$ cat src/rtl/tetris_pkg.sv
// Shared definitions for the tetromino game-step logic: sequencer states,
// board geometry and the encoding written into board RAM on lock.
package tetris_pkg;

  typedef enum logic [2:0] {
    ST_SPAWN,
    ST_IDLE,
    ST_CHECK,
    ST_APPLY,
    ST_LOCK,
    ST_GAME_OVER
  } seq_state_t;

  localparam int BOARD_W     = 10;
  localparam int BOARD_H     = 24;
  localparam int SPAWN_X_DEF = 4;

  // Board cells hold block id + 1 so that zero always means "empty".
  function automatic logic [5:0] lock_data(input logic [2:0] blk);
    return {3'b000, blk} + 6'd1;
  endfunction

endpackage

$ cat src/rtl/piece_sequencer_if.sv
// Handshake between the piece sequencer (master) and the collision checker
// (slave): enable out, per-direction verdicts, completion and the checker's
// own board RAM read address back in.
interface piece_sequencer_if;
  logic       check_enable;
  logic       collides_left;
  logic       collides_right;
  logic       collides_down;
  logic       collides_rotate;
  logic       complete;
  logic [7:0] coll_ram_addr;

  modport master (
    output check_enable,
    input  collides_left, collides_right, collides_down, collides_rotate,
    input  complete, coll_ram_addr
  );

  modport slave (
    input  check_enable,
    output collides_left, collides_right, collides_down, collides_rotate,
    output complete, coll_ram_addr
  );
endinterface

$ cat src/rtl/lut.sv
// Tetromino shape table: for a block id and rotation, returns the four cell
// offsets inside a 4x4 box. Cell k uses coord_x/coord_y bits [2k+1:2k].
// Shapes are stored at rotation 0; each quarter turn maps (x,y) -> (3-y,x).
module lut (
  input  logic [2:0] block,
  input  logic [1:0] curr_rotation,
  output logic [7:0] coord_x,
  output logic [7:0] coord_y
);

  // Nibble k of the result is {y[1:0], x[1:0]} of cell k at rotation 0.
  function automatic logic [15:0] base_cells(input logic [2:0] b);
    case (b)
      3'd0:    return 16'h7654;  // I
      3'd1:    return 16'h6521;  // O
      3'd2:    return 16'h1654;  // T
      3'd3:    return 16'h5421;  // S
      3'd4:    return 16'h6510;  // Z
      3'd5:    return 16'h6540;  // J
      3'd6:    return 16'h6542;  // L
      default: return 16'h5410;  // spare id: 2x2 square in the corner
    endcase
  endfunction

  logic [15:0] w_base;
  assign w_base = base_cells(block);

  for (genvar gi = 0; gi < 4; gi++) begin : g_cell
    logic [1:0] w_x;
    logic [1:0] w_y;
    logic [1:0] w_t;

    // Rotate cell gi by the requested number of quarter turns.
    always_comb begin
      w_x = w_base[4*gi +: 2];
      w_y = w_base[4*gi+2 +: 2];
      w_t = 2'd0;
      for (int i = 0; i < 3; i++) begin
        if (i < int'(curr_rotation)) begin
          w_t = w_x;
          w_x = 2'd3 - w_y;
          w_y = w_t;
        end
      end
    end

    assign coord_x[2*gi +: 2] = w_x;
    assign coord_y[2*gi +: 2] = w_y;
  end

endmodule

$ cat src/rtl/piece_sequencer.sv
// Game-step controller for the active tetromino. Latches player/gravity
// requests, runs one collision pass per action, applies at most one move per
// pass, locks blocked pieces into board RAM and spawns the next piece.
// Optional feature macro: PIECE_SEQ_HARD_DROP_EN (adds hard_drop input).
module piece_sequencer
  import tetris_pkg::*;
#(
  parameter int SPAWN_X = SPAWN_X_DEF
) (
  input  logic              clk,
  input  logic              reset,
  input  logic              move_left,
  input  logic              move_right,
  input  logic              rotate,
  input  logic              drop_tick,
`ifdef PIECE_SEQ_HARD_DROP_EN
  input  logic              hard_drop,
`endif
  input  logic [2:0]        spawn_block,
  output logic              next_req,
  piece_sequencer_if.master coll,
  output logic [4:0]        X_anchor,
  output logic [5:0]        Y_anchor,
  output logic [2:0]        block,
  output logic [1:0]        curr_rotation,
  output logic [7:0]        ram_addr,
  output logic [5:0]        ram_wr_data,
  output logic              ram_wren,
  output logic              lock_done,
  output logic              game_over
);

  seq_state_t r_state, w_state_next;
  logic [4:0] r_x, w_x_next;
  logic [5:0] r_y, w_y_next;
  logic [2:0] r_block, w_block_next;
  logic [1:0] r_rot, w_rot_next;
  logic       r_p_rot, r_p_left, r_p_right, r_p_down;
  logic       w_p_rot_next, w_p_left_next, w_p_right_next, w_p_down_next;
  logic       w_clr_rot, w_clr_left, w_clr_right, w_clr_down;
  logic       r_c_rot, r_c_left, r_c_right, r_c_down;
  logic       w_c_rot_next, w_c_left_next, w_c_right_next, w_c_down_next;
  logic [2:0] r_k, w_k_next;
  logic [5:0] r_wr_data, w_wr_data_next;
  logic       r_next_req;
  logic       w_accept;
`ifdef PIECE_SEQ_HARD_DROP_EN
  logic       r_p_hard, w_p_hard_next, w_clr_hard;
`endif

  // Cell offsets for the lock address of the cell currently being written.
  logic [7:0] w_coord_x, w_coord_y;
  logic [1:0] w_cx, w_cy;
  logic [7:0] w_row, w_lock_addr;

  lut u_lut (
    .block         (r_block),
    .curr_rotation (r_rot),
    .coord_x       (w_coord_x),
    .coord_y       (w_coord_y)
  );

  assign w_cx        = w_coord_x[{r_k[1:0], 1'b0} +: 2];
  assign w_cy        = w_coord_y[{r_k[1:0], 1'b0} +: 2];
  assign w_row       = {2'b00, r_y} + {6'b0, w_cy};
  assign w_lock_addr = w_row * 8'(BOARD_W) + {3'b000, r_x} + {6'b0, w_cx};

  // Requests are accepted everywhere except after the game has ended.
  assign w_accept = (r_state != ST_GAME_OVER);

  // Next-state, piece-state updates and pending-bit bookkeeping.
  always_comb begin
    w_state_next   = r_state;
    w_x_next       = r_x;
    w_y_next       = r_y;
    w_block_next   = r_block;
    w_rot_next     = r_rot;
    w_k_next       = r_k;
    w_wr_data_next = r_wr_data;
    w_c_rot_next   = r_c_rot;
    w_c_left_next  = r_c_left;
    w_c_right_next = r_c_right;
    w_c_down_next  = r_c_down;
    w_clr_rot      = 1'b0;
    w_clr_left     = 1'b0;
    w_clr_right    = 1'b0;
    w_clr_down     = 1'b0;
`ifdef PIECE_SEQ_HARD_DROP_EN
    w_clr_hard     = 1'b0;
`endif

    case (r_state)
      ST_SPAWN: begin
        w_block_next = spawn_block;
        w_x_next     = 5'(SPAWN_X);
        w_y_next     = 6'd0;
        w_rot_next   = 2'd0;
        w_clr_rot    = 1'b1;
        w_clr_left   = 1'b1;
        w_clr_right  = 1'b1;
        w_clr_down   = 1'b1;
`ifdef PIECE_SEQ_HARD_DROP_EN
        w_clr_hard   = 1'b1;
`endif
        w_state_next = ST_IDLE;
      end

      ST_IDLE: begin
        if (r_p_rot || r_p_left || r_p_right || r_p_down
`ifdef PIECE_SEQ_HARD_DROP_EN
            || r_p_hard
`endif
           ) begin
          w_state_next = ST_CHECK;
        end
      end

      ST_CHECK: begin
        if (coll.complete) begin
          w_c_rot_next   = coll.collides_rotate;
          w_c_left_next  = coll.collides_left;
          w_c_right_next = coll.collides_right;
          w_c_down_next  = coll.collides_down;
          w_state_next   = ST_APPLY;
        end
      end

      ST_APPLY: begin
        w_state_next = ST_IDLE;
`ifdef PIECE_SEQ_HARD_DROP_EN
        if (r_p_hard) begin
          if (!r_c_down) begin
            w_y_next     = r_y + 6'd1;
            w_state_next = ST_CHECK;
          end else begin
            w_clr_hard     = 1'b1;
            w_k_next       = 3'd0;
            w_wr_data_next = lock_data(r_block);
            w_state_next   = ST_LOCK;
          end
        end else
`endif
        if (r_p_rot) begin
          w_clr_rot = 1'b1;
          if (!r_c_rot) w_rot_next = r_rot + 2'd1;
        end else if (r_p_left) begin
          w_clr_left = 1'b1;
          if (!r_c_left) w_x_next = r_x - 5'd1;
        end else if (r_p_right) begin
          w_clr_right = 1'b1;
          if (!r_c_right) w_x_next = r_x + 5'd1;
        end else if (r_p_down) begin
          if (!r_c_down) begin
            w_y_next   = r_y + 6'd1;
            w_clr_down = 1'b1;
          end else begin
            w_k_next       = 3'd0;
            w_wr_data_next = lock_data(r_block);
            w_state_next   = ST_LOCK;
          end
        end
      end

      ST_LOCK: begin
        // k = 0..3 are the cell writes, k = 4 is the lock_done cycle.
        if (r_k == 3'd4) begin
          w_state_next = (r_y == 6'd0) ? ST_GAME_OVER : ST_SPAWN;
        end else begin
          w_k_next = r_k + 3'd1;
        end
      end

      ST_GAME_OVER: begin
        w_state_next = ST_GAME_OVER;
      end

      default: begin
        w_state_next = ST_SPAWN;
      end
    endcase

    // A new request in the same cycle as its clear keeps the bit set.
    w_p_rot_next   = (r_p_rot   & ~w_clr_rot)   | (rotate     & w_accept);
    w_p_left_next  = (r_p_left  & ~w_clr_left)  | (move_left  & w_accept);
    w_p_right_next = (r_p_right & ~w_clr_right) | (move_right & w_accept);
    w_p_down_next  = (r_p_down  & ~w_clr_down)  | (drop_tick  & w_accept);
`ifdef PIECE_SEQ_HARD_DROP_EN
    w_p_hard_next  = (r_p_hard  & ~w_clr_hard)  | (hard_drop  & w_accept);
`endif
  end

  // State, piece and pending registers with synchronous reset.
  always_ff @(posedge clk) begin
    if (reset) begin
      r_state    <= ST_SPAWN;
      r_x        <= 5'(SPAWN_X);
      r_y        <= 6'd0;
      r_block    <= 3'd0;
      r_rot      <= 2'd0;
      r_p_rot    <= 1'b0;
      r_p_left   <= 1'b0;
      r_p_right  <= 1'b0;
      r_p_down   <= 1'b0;
      r_c_rot    <= 1'b0;
      r_c_left   <= 1'b0;
      r_c_right  <= 1'b0;
      r_c_down   <= 1'b0;
      r_k        <= 3'd0;
      r_wr_data  <= 6'd0;
      r_next_req <= 1'b0;
`ifdef PIECE_SEQ_HARD_DROP_EN
      r_p_hard   <= 1'b0;
`endif
    end else begin
      r_state    <= w_state_next;
      r_x        <= w_x_next;
      r_y        <= w_y_next;
      r_block    <= w_block_next;
      r_rot      <= w_rot_next;
      r_p_rot    <= w_p_rot_next;
      r_p_left   <= w_p_left_next;
      r_p_right  <= w_p_right_next;
      r_p_down   <= w_p_down_next;
      r_c_rot    <= w_c_rot_next;
      r_c_left   <= w_c_left_next;
      r_c_right  <= w_c_right_next;
      r_c_down   <= w_c_down_next;
      r_k        <= w_k_next;
      r_wr_data  <= w_wr_data_next;
      // Pulses alongside the freshly loaded block, one cycle per spawn.
      r_next_req <= (r_state == ST_SPAWN);
`ifdef PIECE_SEQ_HARD_DROP_EN
      r_p_hard   <= w_p_hard_next;
`endif
    end
  end

  assign coll.check_enable = (r_state == ST_CHECK);
  assign X_anchor          = r_x;
  assign Y_anchor          = r_y;
  assign block             = r_block;
  assign curr_rotation     = r_rot;
  assign next_req          = r_next_req;
  assign ram_wren          = (r_state == ST_LOCK) && !r_k[2];
  assign lock_done         = (r_state == ST_LOCK) && r_k[2];
  assign ram_wr_data       = r_wr_data;
  assign game_over         = (r_state == ST_GAME_OVER);
  // The checker owns the RAM address port except while this block is locking.
  assign ram_addr          = (r_state == ST_LOCK) ? w_lock_addr : coll.coll_ram_addr;

endmodule
$ cat src/flat_wrapper.sv
// flat-port wrapper written by rule: the top's interface ports become plain ports
module piece_sequencer_flat import tetris_pkg::*;
#(
  parameter int SPAWN_X = SPAWN_X_DEF
)
  (clk, reset, move_left, move_right, rotate, drop_tick, spawn_block, next_req, X_anchor, Y_anchor, block, curr_rotation, ram_addr, ram_wr_data, ram_wren, lock_done, game_over, coll_check_enable, coll_collides_left, coll_collides_right, coll_collides_down, coll_collides_rotate, coll_complete, coll_coll_ram_addr);
  piece_sequencer_if coll_i ();
  input  logic clk;
  input  logic reset;
  input  logic move_left;
  input  logic move_right;
  input  logic rotate;
  input  logic drop_tick;
  input  logic [2:0] spawn_block;
  output logic next_req;
  output logic [4:0] X_anchor;
  output logic [5:0] Y_anchor;
  output logic [2:0] block;
  output logic [1:0] curr_rotation;
  output logic [7:0] ram_addr;
  output logic [5:0] ram_wr_data;
  output logic ram_wren;
  output logic lock_done;
  output logic game_over;
  output wire logic [$bits(coll_i.check_enable)-1:0] coll_check_enable;
  input wire logic [$bits(coll_i.collides_left)-1:0] coll_collides_left;
  input wire logic [$bits(coll_i.collides_right)-1:0] coll_collides_right;
  input wire logic [$bits(coll_i.collides_down)-1:0] coll_collides_down;
  input wire logic [$bits(coll_i.collides_rotate)-1:0] coll_collides_rotate;
  input wire logic [$bits(coll_i.complete)-1:0] coll_complete;
  input wire logic [$bits(coll_i.coll_ram_addr)-1:0] coll_coll_ram_addr;
  assign coll_check_enable = coll_i.check_enable;
  assign coll_i.collides_left = coll_collides_left;
  assign coll_i.collides_right = coll_collides_right;
  assign coll_i.collides_down = coll_collides_down;
  assign coll_i.collides_rotate = coll_collides_rotate;
  assign coll_i.complete = coll_complete;
  assign coll_i.coll_ram_addr = coll_coll_ram_addr;
  piece_sequencer #(.SPAWN_X(SPAWN_X)) u_core (.clk(clk), .reset(reset), .move_left(move_left), .move_right(move_right), .rotate(rotate), .drop_tick(drop_tick), .spawn_block(spawn_block), .next_req(next_req), .coll(coll_i), .X_anchor(X_anchor), .Y_anchor(Y_anchor), .block(block), .curr_rotation(curr_rotation), .ram_addr(ram_addr), .ram_wr_data(ram_wr_data), .ram_wren(ram_wren), .lock_done(lock_done), .game_over(game_over));
endmodule
$ cat config.mk
export PLATFORM = sky130hd
export DESIGN_NAME = piece_sequencer_flat
export DESIGN_NICKNAME = d
export VERILOG_FILES = /design/src/rtl/tetris_pkg.sv /design/src/rtl/piece_sequencer_if.sv /design/src/rtl/lut.sv /design/src/rtl/piece_sequencer.sv /design/src/flat_wrapper.sv
export SDC_FILE = /design/constraint.sdc
export NUM_CORES = 1
export LEC_CHECK = 0
export ABC_AREA = 0
export CORE_MARGIN = 10
export CORE_UTILIZATION = 49
export DETAILED_ROUTE_END_ITERATION = 10
export GPL_TIMING_DRIVEN = 0
export PLACE_DENSITY = 0.77
export SLEW_MARGIN = 0
export SYNTH_ARGS = -nofsm -noshare
export SYNTH_HDL_FRONTEND = slang
export SYNTH_SLANG_ARGS = --single-unit
$ cat constraint.sdc
create_clock -name clk -period 5.9 [get_ports clk]
set_clock_uncertainty 0.2 [all_clocks]
set_input_delay 1.18 -clock clk [delete_from_list [all_inputs] [get_ports clk]]
set_output_delay 1.18 -clock clk [all_outputs]
set_load 0.02 [all_outputs]
==> results.md <==
- Gpl congestion: just over 0.9
- PnR worst setup slack: -445 ps
- Hold Crit Class: register to register
- Arrival time at the worst endpoint: 4970 ps
- CP Capture Type: primary output
- Post-route cell area: between 4000 and 5000 um2
- Syn_area_per_cell: between 7 and 8 um2
- Root Buffer: clkbuf_8
- Kind of critical path: register to primary output
- Routed vias: between 3,000 and 4,000
- Initial antenna violation count: 0
- ANT cells: 0
- Max_slew headroom: 51.6%
- Die area: ~10,000 um2
- Average wire per standard cell: 18.0 um
- Vias per cell: between 5 and 6
- CTS Sinks: 35
- Layout Nets: approximately 560
- Worst setup SP type: register
- Post-synthesis sequential area ratio: a little over a fifth
- Peak VDD IR: 0.205 mV
- # IOs: between 50 and 60
- # DRC: 0
- Post-Route WL: a little over 10,000 um
- Area occupied by registers: between 700 and 800 um2
- Netlist cell types: 59
- Initial Util: slightly above 50%
- Cell Area, Synth: between 3000 and 4000 um2
- Leak: 1.83 nW
- Area Overhead vs Synth: 41.7%
- Core Region: ~6300 um2
- CTS max path bufs: 2
- Final Cycle Share: 108%
- IO buf count: 54
- Fin. max-slew vios: 0
- Rows: 29
- Max-cap violations: 0
- Pin count of the biggest net entering global routing: 12
- Final Hold Vio Count: 0
- Placed cell areas: roughly 3900 um2
- Fin crit period: between 6000 and 7000 ps
- Cts bufs inserted: 5
- Synth Register Bits: 35
- Mapped Cells: just over 400
- Failing checks: negative setup slack
- Vias in the first global route: 3,266
- Yosys warnings: 0
- Area of the multi-input gates: 2640 um2
- Crit-path max FO: 5
- Hold buffers post-CTS: 0
- Overflow after GRT: 0
- Final setup vio count: 4
- Layout Utilization: between 70% and 80%
- Detailed router's first-iteration violation count: 247
- Tightest Pin Transition: 721 ps
- Pre-CTS setup slack: -941 ps
- GRT Total Usage: between 10% and 20%
- Outcome: finished, violations left
- Clk Latency, worst-skew pair: around 290 ps
- Synth Flop Type: dfxtp_1
- Layout cells sized above 1: approximately a quarter
- Fillers: 445
- Antenna viol nets, final: 0
- Max Fclk: 158 MHz
- Post-synth EDFFs: 0
- Post-DP HPWL: about 6600 um
- Wire length of the first global-routing pass: around 16,000 um
- Iteration count of the initial detailed-routing pass: 5
- CTS tree: done
- Critical Path RT: between 4000 and 5000 ps
- Clock slew at reported path FFs: about 70 ps
- Power per cell area: 179 nW/um2
- Die height: roughly 100 um
- Htree depth: 2
- Unrepaired setup endpoints after global routing: true
- Async SR Flop Fraction: 0%
- Die Wd: a little over 100 um
==> worst max-delay path, stage by stage (launching register included) <==
cell and delay, ps:
dfxtp_4 410, inv_4 70, ha_4 180, buf_4 140, buf_4 130, a21oi_4 170
a2bb2oi_4 220, mux2i_1 90, mux2i_1 180, o21ai_1 110, a221oi_2 230, ha_2 230
inv_2 40, fa_2 520, inv_2 50, ha_4 260, ha_4 120, inv_2 30
fa_1 540, inv_2 50, ha_4 220, buf_4 140, a21oi_4 150, xnor2_2 140
o21ai_1 70, buf_4 170
==> registers in the layout, summed over array words and instances, names as in the netlist, 2 cells and up <==
| name | cells |
|---|---|
| u_core.Y_anchor | 6 |
| u_core.curr_rotation | 2 |
| u_core.ram_wr_data | 4 |
| u_core.block | 3 |
| u_core.r_state | 3 |
| u_core.r_k | 3 |
| u_core.X_anchor | 5 |
==> cell families (layout without fill, tap and decap cells) <==
| kind of cell | after synthesis | after routing | share of synthesized area (%) |
|---|---|---|---|
| flops | 35 | 35 | 21.9 |
| other cells | 1 | 2 | 0.117 |
| buf+inv | 48 | 137 | 6.06 |
| compound gates | 102 | 102 | 21.4 |
| simple gates | 147 | 147 | 22.5 |
| fa+ha+maj | 40 | 40 | 16.6 |
| mux | 17 | 17 | 5.91 |
| xor+xnor | 20 | 20 | 5.48 |
==> cells in the mapped netlist (9+ instances only) <==
cell type  number  area share (%)
nand2_1        46             5.4
nor2_1         40             4.7
dfxtp_1        35              22
a21oi_1        34             5.3
ha_1           32              13
inv_1          24             2.8
o21ai_0        21             3.3
clkbuf_1       15             1.8
mux2i_1        14             4.4
xnor2_1        14             3.8
nand2b_1       11             2.2
nor3_1          9             1.4
==> cell type report <==
| type | count | share of cell area, % |
|---|---|---|
| clock buffer | 6 | 1.82 |
| buffer | 23 | 2.82 |
| clock inverter | 2 | 0.773 |
| inverter | 25 | 2.21 |
| timing repair buffer | 81 | 16.2 |
| sequential | 35 | 15.8 |
| multi-input combinational | 328 | 58.2 |
| tap | 77 | 2.13 |
==> metrics by stage <==
step / total power [mW] / hold slack [ps] / setup TNS (ps) / std cells
floorplan: 0.434 / 261 / 0 / 411
global placement: 0.501 / 258 / -3390 / 542
detailed placement: 0.504 / 267 / -3480 / 542
CTS: 0.773 / 277 / -1140 / 570
global route: 0.845 / 305 / -2180 / 577
finish: 0.810 / 282 / -1410 / 577
==> metal layers <==
layer,vias to the layer above,global-route usage [%],share of wire (%)
met5,-,0,0
li1,1624,-,-
met1,1592,21.8,39
met3,43,4.60,7.9
met4,0,5.11,2.9
met2,169,32.0,50
==> report_power, final <==
part	internal, mW	switching, mW
clock network	0.137	0.0924
logic	0.150	0.166
registers	0.247	0.0170
total	0.534	0.276
==> timing repair <==
action                                 4_1_cts  5_1_grt
gates resized for setup                     76       25
pin swaps                                   23       11
setup endpoints to repair                    6        6
endpoints found under the hold margin        0        0
setup buffers                               20        7
==> worst paths after layout <==
path	end	from	cells past startpoint	slack [ps]
hold reg to reg	u_core.ram_wr_data[3]	u_core.ram_wr_data[3]	2	280
setup / recovery	ram_addr[6]	u_core.block[1]	25	-450
setup reg to reg	u_core.r_k[2]	u_core.r_k[0]	7	3480
hold / removal	u_core.ram_wr_data[3]	u_core.ram_wr_data[3]	2	280
==> cell usage in the layout (no fill, tap or decap), drive strengths merged, types with 11 or more instances in the layout <==
master,Yosys,final
a21oi,34,34
buf,8,39
clkbuf,15,22
clkdlybuf4s50,0,48
dfxtp,35,35
ha,32,32
inv,24,24
mux2i,14,14
nand2,46,46
nand2b,11,11
nor2,40,40
nor3,13,13
o21ai,22,22
xnor2,14,14
(Power assumes the default switching activity.)
